`src/rtl/bios_boot_sequencer.sv`:
```
// Dual-flash BIOS boot sequencer: watchdog-driven flash swap, power cycle, lockout.
// Ports: LpcClock/Reset (sync, active-high); Strobe125msec, PS_ONn, BiosFinished,
//   BiosWDFire, BiosDefaultSel, ClearFail in; BiosSelect, ForcePowerOff,
//   PowerRestartReq, SwapCount[1:0], BootFailed, SeqState[2:0] out.
module bios_boot_sequencer #(
    parameter int OFF_DELAY = 8,
    parameter int MAX_SWAPS = 2
) (
    input  logic       LpcClock,
    input  logic       Reset,
    input  logic       Strobe125msec,
    input  logic       PS_ONn,
    input  logic       BiosFinished,
    input  logic       BiosWDFire,
    input  logic       BiosDefaultSel,
    input  logic       ClearFail,
    output logic       BiosSelect,
    output logic       ForcePowerOff,
    output logic       PowerRestartReq,
    output logic [1:0] SwapCount,
    output logic       BootFailed,
    output logic [2:0] SeqState
);

    localparam logic [2:0] S_IDLE    = 3'b000;
    localparam logic [2:0] S_BOOT    = 3'b001;
    localparam logic [2:0] S_OFF     = 3'b010;
    localparam logic [2:0] S_RESTART = 3'b011;
    localparam logic [2:0] S_WAIT_ON = 3'b100;
    localparam logic [2:0] S_DONE    = 3'b101;
    localparam logic [2:0] S_FAILED  = 3'b110;

    localparam logic [3:0] OFF_DLY = OFF_DELAY[3:0];
    localparam logic [1:0] MAX_SW  = MAX_SWAPS[1:0];

    logic [2:0] r_state;
    logic [2:0] w_next;
    logic [3:0] r_delay;
    logic [3:0] w_delay_inc;
    logic       r_sel;
    logic       r_fpo;
    logic       r_prr;
    logic       r_bf;
    logic [1:0] r_swap;
    logic       w_off_done;
    logic       w_swap;
    logic       w_clear_swap;
    logic       w_restore_sel;

    // Leaving OFF happens on the strobe that brings the count to OFF_DELAY.
    assign w_delay_inc = r_delay + {3'b000, Strobe125msec};
    assign w_off_done  = (w_delay_inc == OFF_DLY);

    always_comb begin
        w_next        = r_state;
        w_swap        = 1'b0;
        w_clear_swap  = 1'b0;
        w_restore_sel = 1'b0;
        case (r_state)
            S_IDLE: begin
                if (!PS_ONn) w_next = S_BOOT;
            end
            S_BOOT: begin
                if (BiosFinished)    w_next = S_DONE;
                else if (BiosWDFire) w_next = S_OFF;
                else if (PS_ONn)     w_next = S_IDLE;
            end
            S_OFF: begin
                if (w_off_done) begin
                    if (r_swap == MAX_SW) begin
                        w_next = S_FAILED;
                    end else begin
                        w_next = S_RESTART;
                        w_swap = 1'b1;
                    end
                end
            end
            S_RESTART: begin
                w_next = S_WAIT_ON;
            end
            S_WAIT_ON: begin
                if (!PS_ONn) w_next = S_BOOT;
            end
            S_DONE: begin
                if (PS_ONn) begin
                    w_next       = S_IDLE;
                    w_clear_swap = 1'b1;
                end
            end
            S_FAILED: begin
                if (ClearFail) begin
                    w_next        = S_IDLE;
                    w_clear_swap  = 1'b1;
                    w_restore_sel = 1'b1;
                end
            end
            default: begin
                w_next = S_IDLE;
            end
        endcase
    end

    always_ff @(posedge LpcClock) begin
        if (Reset) begin
            r_state <= S_IDLE;
            r_delay <= 4'd0;
            r_sel   <= BiosDefaultSel;
            r_swap  <= 2'd0;
            r_fpo   <= 1'b0;
            r_prr   <= 1'b0;
            r_bf    <= 1'b0;
        end else begin
            r_state <= w_next;
            // Held at zero outside OFF, so it is always clear on entry.
            if (r_state == S_OFF) r_delay <= w_delay_inc;
            else                  r_delay <= 4'd0;
            if (w_swap) begin
                r_sel <= ~r_sel;
                if (r_swap != MAX_SW) r_swap <= r_swap + 2'd1;
            end else if (w_clear_swap) begin
                r_swap <= 2'd0;
            end
            if (w_restore_sel) r_sel <= BiosDefaultSel;
            // Decoded from next state so they track state entry exactly.
            r_fpo <= (w_next == S_OFF) || (w_next == S_FAILED);
            r_bf  <= (w_next == S_FAILED);
            r_prr <= (w_next == S_RESTART);
        end
    end

    assign BiosSelect      = r_sel;
    assign ForcePowerOff   = r_fpo;
    assign PowerRestartReq = r_prr;
    assign SwapCount       = r_swap;
    assign BootFailed      = r_bf;
    assign SeqState        = r_state;

endmodule

```
`config.mk`:
```
export PLATFORM = sky130hd
export DESIGN_NAME = bios_boot_sequencer
export DESIGN_NICKNAME = d
export VERILOG_FILES = /design/src/rtl/bios_boot_sequencer.sv
export SDC_FILE = /design/constraint.sdc
export NUM_CORES = 1
export LEC_CHECK = 0
export CORE_MARGIN = 3
export CORE_UTILIZATION = 40
export DETAILED_ROUTE_END_ITERATION = 6
export GPL_ROUTABILITY_DRIVEN = 0
export GPL_TIMING_DRIVEN = 0
export PLACE_DENSITY_LB_ADDON = 0.25
export SETUP_SLACK_MARGIN = 0.02
export SLEW_MARGIN = 20
export SYNTH_ARGS = -nofsm -noshare
export SYNTH_HDL_FRONTEND = slang
export SYNTH_SLANG_ARGS = --single-unit
export TNS_END_PERCENT = 1
```
`constraint.sdc`:
```
create_clock -name LpcClock -period 1.9 [get_ports LpcClock]
set_input_delay 0.19 -clock LpcClock [delete_from_list [all_inputs] [get_ports LpcClock]]
set_output_delay 0.19 -clock LpcClock [all_outputs]
set_load 0.005 [all_outputs]
```
==> qor_table.md <==
| Stage | Item | This run |
| --- | --- | --- |
| timing | Final period util | 104% |
| timing | Min Clock Period, post-route | 1.97 ns |
| critical path | Startpoint of the most critical register-to-register path | r_delay[0] |
| timing | Final hold slack | 0.493 ns |
| critical path | Maximum fanout encountered on the critical timing path | 7 |
| synth | Number of unique standard cell types used by synthesis | 29 |
| global routing | Wire length of the first global-routing pass | 2100 um |
| die | Die extent in y | 45.4 um |
| synth | Proportion of register bits with asynchronous set or reset after synthesis | 0% |
| timing | Final worst slack | -0.0712 ns |
| die | Core area | 0.00138 mm^2 |
| timing | Number of failing setup endpoints in the final timing report | 5 |
| finish | Share of final-layout standard cells stronger than drive strength 1 | 12.4% |
| synth | Cells after synthesis | 69 |
| finish | Number of antenna diodes | 0 |
| run status | Violations in the final reports | setup timing |
| finish | Growth of design area from synthesis to finish | 36.7% |
| finish | Area of all placed cells without fillers | 848 um^2 |
| hold path | Worst Hold Path EP | SwapCount[0] |
| timing | Count of final max-slew check failures | 0 |
| hold path | Kind of path behind the tightest hold check | flop to flop |
| synth | Synth Flop Type | sky130_fd_sc_hd__dfxtp_1 |
| run | Max Cap Viol | 0 |
| clock tree | TritonCTS buffer count | 3 |
| clock tree | Clock Latency Late Sink | 0.27 ns |
| critical path | Longest individual stage delay on the worst path | 0.40 ns |
| detailed routing | Post-detailed-route DRC marker count | 0 |
| global routing | Number of antenna violations at the first check in global routing | 0 |
| detailed routing | Avg Vias per Cell | 5.13 |
| die | Initial standard-cell utilization of the core | 44.9% |
| synth | Sequential area share after synthesis | 43.5% |
| finish | Commonest non-fill, non-tap cell in the layout | sky130_fd_sc_hd__clkdlybuf4s50_1 |
| global routing | Vias in the first global route | 504 |
| timing | Endpoints failing hold | 0 |
| critical path | Arrival time of data at the critical path endpoint | 2.18 ns |
| power | Worst vdd rail ir drop | 0.463 mV |
| synth | Combined area of all synthesized cells | 621 um^2 |
| clock tree | CTS Hold Bufs | 0 |
| timing | F_max | 507 MHz |
| global routing | Total Routing Usage GR | 14.4% |
| critical path | Kind of cell with the highest combined delay on the critical path | simple AND/OR/NAND/NOR gates |
| die | Die footprint | 0.00206 mm^2 |
| place | Port Buf Inserts | 16 |
| critical path | WS Path Type | input port to flop |
| critical path | Worst setup EP type | flop |
| synth | Number of warnings printed during yosys synthesis | 0 |
| detailed routing | Detailed-router iteration count before antenna repair | 4 |
| hold path | Hold Path Origin | SwapCount[0] |
| clock tree | # H-tree levels | 1 |
| critical path | Data required, critical path | 2.11 ns |
| synth | Count of flip-flops with a built-in enable after synthesis | 1 |
| critical path | Flop-to-flop setup slack | -0.02 ns |
| timing | Maximum clock skew at final layout | 0.00402 ns |
| critical path | Crit path cell chain | clkdlybuf4s50_1, ha_2, ha_4, xor2_1, or3_1, or3_4, or2_0, a21oi_1 |
| power | Power per unit of standard cell area | 627 mW/mm^2 |
| global routing | Leftover overflow at the end of global routing | 0 |
| clock tree | Clock-pin transition on the worst setup and hold timing paths | 0.08 ns |
| clock tree | CTS sink count | 13 |
| detailed routing | Routed via count | 533 |
| critical path | R2R depth | 7 |
| power | Static leakage | 0.326 nW |
| global routing | Largest net degree at the start of global routing | 12 |
| synth | Post-Syn Area per Cell | 8.99 um^2 |
| detailed routing | Post-detailed-routing wire length | 1190 um |
| die | I/O pin cnt | 17 |
| place | DP Area | 805 um^2 |
| clock tree | Buffer type at the clock tree root | sky130_fd_sc_hd__clkbuf_4 |
| finish | Final core area utilization | 61.4% |
| detailed routing | Wire per inst | 11.4 um |
| synth | Syn nets | 80 |
| synth | Number of storage elements in the synthesis netlist | 13 |
| place | Dpl hpwl | 895 um |
| timing | Slew Limit Headroom | 76.0% |
| hold path | Number of cells traversed by the worst hold path | 2 |
| finish | Most frequent cells in the layout | 16 x sky130_fd_sc_hd__clkdlybuf4s50_1, 12 x sky130_fd_sc_hd__dfxtp_1, 7 x sky130_fd_sc_hd__a21oi_1, 5 x sky130_fd_sc_hd__nor2_1, 5 x sky130_fd_sc_hd__o21ai_0 |
| die | Cell row count | 13 |
| detailed routing | Count of routing violations after the opening detailed-route iteration | 8 |
| critical path | Slowest cell on the critical path | sky130_fd_sc_hd__clkdlybuf4s50_1 |
| clock tree | Clock buffer depth | 2 |
| die | Horizontal die dimension | 45.4 um |
| finish | Number of nets in the finished design | 101 |
| clock tree | TritonCTS clock tree | built |
| run status | Status | complete, but fails checks |
| timing | RSZ-0062 raised after global routing | yes |
| critical path | Buffering stage count on the worst path with inverters included | 1 |
| critical path | Element type at the critical path start | input port |
| critical path | Worst r2r dst | SwapCount[1] |
| timing | Transition time at the pin with the least slew margin | 0.358 ns |
| detailed routing | Residual antenna-violating net count after detailed routing | 0 |
-- logic make-up (layout without fill, tap and decap cells) --
family                     after synthesis  count (layout)  synth area share, %
AOI/OAI and AO/OA                       16              16                 15.3
xor gates and xnor gates                 2               2                 2.82
buffers and inverters                    6              26                 3.83
DFF                                     13              13                 43.5
and+or+nand+nor                         28              28                 26.8
muxes                                    1               1                 1.61
adders and majority gates                3               3                 6.05
-- tightest hold or removal path, cell delays in order, from the launching register on --
cell	delay (ns)
sky130_fd_sc_hd__dfxtp_1	0.33
sky130_fd_sc_hd__nand3_1	0.06
sky130_fd_sc_hd__a21oi_1	0.06
-- stage by stage --
| step | setup slack, ns | cells | TNS (ns) | power [mW] |
|---|---|---|---|---|
| after global placement | -0.422 | 100 | -2.56 | 0.373 |
| after CTS | -0.107 | 105 | -0.270 | 0.538 |
| after detailed placement | -0.432 | 100 | -2.66 | 0.374 |
| final | -0.0712 | 104 | -0.179 | 0.532 |
| after floorplan | -0.00762 | 69 | -0.00762 | 0.334 |
| after global routing | -0.175 | 104 | -0.716 | 0.564 |
-- Yosys cell counts (2+ instances only) --
master	count	area share, %
sky130_fd_sc_hd__o21ai_0	5	4.0
sky130_fd_sc_hd__nor2b_1	3	3.0
sky130_fd_sc_hd__xor2_1	2	2.8
sky130_fd_sc_hd__nand3_1	3	2.4
sky130_fd_sc_hd__or3_1	3	3.0
sky130_fd_sc_hd__a21oi_1	7	5.6
sky130_fd_sc_hd__nor2_1	5	3.0
sky130_fd_sc_hd__and2_1	3	3.0
sky130_fd_sc_hd__dfxtp_1	12	39
sky130_fd_sc_hd__nor4_1	2	2.0
sky130_fd_sc_hd__ha_1	3	6.0
sky130_fd_sc_hd__inv_1	4	2.4
-- power breakdown --
part	switching, mW	internal (mW)	total [mW]
Clock	0.0824	0.0812	0.164
Sequential	0.00778	0.284	0.292
Combinational	0.0303	0.0459	0.0762
Total	0.120	0.411	0.532
-- cell type report --
| class | count | area (um^2) |
|---|---|---|
| Tap cell | 15 | 18.8 |
| Multi-Input combinational cell | 50 | 347 |
| Sequential cell | 13 | 270 |
| Buffer | 1 | 3.75 |
| Inverter | 4 | 15.0 |
| Timing Repair Buffer | 17 | 168 |
| Clock buffer | 4 | 26.3 |
| Fill cell | 133 | 534 |
-- flip-flops by register name, summed over array words and instances, names as in the netlist --
register and flops:
SeqState 3, PowerRestartReq 1, BootFailed 1, BiosSelect 1, r_delay 4, SwapCount 2
ForcePowerOff 1
-- how the worst max path moves through the flow --
stage	start	endpoint	slack (ns)	depth (start not counted)
after floorplan	r_delay[0]	SwapCount[1]	-0.008	8
after global placement	Strobe125msec	SwapCount[1]	-0.42	9
after detailed placement	Strobe125msec	SwapCount[1]	-0.43	9
after CTS	Strobe125msec	SwapCount[1]	-0.11	9
after global routing	Strobe125msec	SwapCount[1]	-0.17	8
final	Strobe125msec	SwapCount[1]	-0.07	8
-- repair_timing --
item / CTS / global route
pin swaps: 6 / 3
hold endpoints to repair: 0 / 0
setup endpoints to repair: 7 / 7
setup buffers: 1 / 0
resized for setup: 3 / 1
-- metal layers --
layer | track usage (%) | routed length [um] | vias up
met4 | 8.77 | 13 | 0
met3 | 3.95 | 74 | 2
met2 | 23.4 | 578 | 14
met1 | 16.4 | 520 | 237
li1 | - | - | 280
met5 | 0 | 0 | -
(Power assumes the default switching activity.)
==> patch: new RTL, same settings <==
Register the output `SwapCount` once more, without a reset; this adds one clock of latency there. The other outputs are not delayed to match.
--- a/src/rtl/bios_boot_sequencer.sv
+++ b/src/rtl/bios_boot_sequencer.sv
@@ -132,5 +132,7 @@
     assign ForcePowerOff   = r_fpo;
     assign PowerRestartReq = r_prr;
-    assign SwapCount       = r_swap;
+    always_ff @(posedge LpcClock) begin
+        SwapCount <= r_swap;
+    end
     assign BootFailed      = r_bf;
     assign SeqState        = r_state;
Check against the original RTL: no difference found for any inputs over 10 cycles, from zero or initial values and one cycle with Reset high; that may be too few to reach the edited logic, so the function may still have changed.
==> patch against the original RTL <==
- via count increased by 2.6%
- global-route usage decreased by 1.1 points
- first-iteration DRC count decreased by 38%
- wire length increased by 9.5%
- highest routed layer unchanged
- critical endpoint is now BiosSelect
- sequential cell count increased by 2
- total power increased by 8.9%
- setup slack improved by 0.19 ns
- final area increased by 5.3%
- synthesized area increased by 12%
==> patch: results (changes against the original RTL) <==
Synthesis
  – Yosys Warn Count: 0 (unchanged)
  – Most common library cells after synthesis: dfxtp_1, nor2_1, inv_1
  – Netlist cell types: 32 (+10%)
  – Number of synthesized flops with an enable pin: 1 (unchanged)
  – Sequential share of the synthesized area: 44.7% (+1.1 points)
  – Syn_nets: 80 (unchanged)
  – Fraction of registers with async set/reset: 0% (unchanged)
  – Top post-synthesis cells by area: dfxtp_1, ha_1, nor2_1, edfxtp_1, nand4_4
  – Primary FF master, synth: dfxtp_1
  – Synthesized area per cell: 10.1 µm² (+12%)

CTS
  – CTS H-tree lvls: 1 (unchanged)
  – Clk_lat worst skew: 0.27 ns (about the same)
  – Clk slew on worst S/H paths: 0.08 ns (about the same)
  – Num CTS Buffers: 3 (unchanged)
  – Root buf cell: clkbuf_4
  – Clk buf depth: 2 (unchanged)
  – Post-CTS Setup Bufs: 0 (-1)

Layout
  – Most flops, register: r_delay
  – Layout Nets: 100 (-0.99%)
  – Layout cells sized above 1: 11.4% (-1.0 points)
  – Ant. Diodes: 0 (unchanged)
  – Max reg flops: 4 (unchanged)

Worst hold path
  – HP Class: in2reg

Global route
  – Largest net degree at the start of global routing: 10 (-2)
  – Initial antenna violation count: 0 (unchanged)
  – Number of global-route vias before repair: 498 (-1.2%)
  – GRT Total Usage: 13.3% (-1.1 points)
  – First-pass GRT wire length: 2.12 mm (+1.0%)

Placed design
  – Hpwl dp: 1.02 mm (+14%)
  – I/O Buffers: 15 (-1)

Drt
  – DR vias: 547 (+2.6%)
  – Iter 0 DRT Violations: 5 (-3)
  – Drt pass-1 iters: 3 (-1)
  – Routed wire length: 1.30 mm (+9.5%)
  – DR WL/cell: 12.5 µm (+9.5%)

STA
  – Worst slew margin relative to its limit: 71.2% (-4.8 points)
  – Skew final: 0.000374 ns (-0.00365 ns)

Worst setup path
  – Worst Path Max Fanout: 4 (-3)
  – Worst path arrival time: 1.78 ns (-0.40 ns)

Status
  – Status: finished clean

Power
  – Leak: 0.346 nW (+6.1%)
  – VDD IR max: 0.000550 V (+19%)
==> patch: cell count changes after synthesis, moves of 3 or more <==
cell	delta
and2_1	-3
or3_1	-3
nor2_1	+4
o21ai_0	-5
a21oi_1	-4
==> patch: layout make-up <==
cell class / instances / area, µm²
clock buffer: 4 / 26.3
buffer: 2 / 15.0
timing repair buffer: 15 / 150
inverter: 5 / 18.8
fill: 149 / 683
multi-input combinational: 47 / 353
sequential: 15 / 310
tap: 16 / 20.0
==> patch: cell families after synthesis <==
logic type	Yosys count	synth area share [%]
adder cells (fa/ha/maj)	3	5.41
AO/OA/AOI/OAI	15	15.5
flip-flops	15	44.7
AND/OR/NAND/NOR	25	23.1
multiplexers	2	2.88
buffers and inverters	7	4.86
XOR/XNOR	2	3.60
==> patch: power breakdown <==
part           leakage [nW]  internal, W  switching, W
clock network        0.0150    0.0000814     0.0000911
logic                 0.208    0.0000414     0.0000305
registers             0.123     0.000324     0.0000102
total                 0.346     0.000447      0.000132
==> patch: repair_timing <==
| item | in CTS | in global routing |
|---|---|---|
| hold buffers | 0 | 0 |
| resized for setup | 0 | 1 |
| setup endpoints to repair | 0 | 1 |
==> patch: worst paths after layout <==
kind / startpoint / end / slack, ns / cells after the start
setup / recovery: Strobe125msec / BiosSelect / 0.12 / 7
hold reg to reg: r_swap[1] / SwapCount[1] / 0.38 / 0
setup reg to reg: r_delay[0] / BiosSelect / 0.16 / 6
hold / removal: Reset / PowerRestartReq / 0.25 / 2
==> patch: per-layer routing <==
metal,GRT usage [%],share of wire (%),vias to the layer above
met5,0,0,-
met4,3.23,0.38,0
met3,6.02,4.5,2
met2,20.9,50,8
met1,16.7,45,249
li1,-,-,288
==> patch: metrics by stage <==
step | total power [W] | setup WS, ns | cell area, µm² | hold WS (ns)
finish | 0.000579 | 0.120 | 893 | 0.246
global route | 0.000616 | 0.0739 | 893 | 0.275
detailed placement | 0.000413 | -0.190 | 865 | 0.368
CTS | 0.000590 | 0.104 | 891 | 0.243
floorplan | 0.000378 | 0.259 | 694 | 0.355
global placement | 0.000412 | -0.154 | 865 | 0.366
==> patch: worst max-delay path, cell delays in order <==
cell	delay, ns
clkdlybuf4s50_1	0.40
ha_1	0.22
ha_1	0.22
xnor2_2	0.25
nand4_4	0.15
or2_4	0.27
nand2_1	0.07
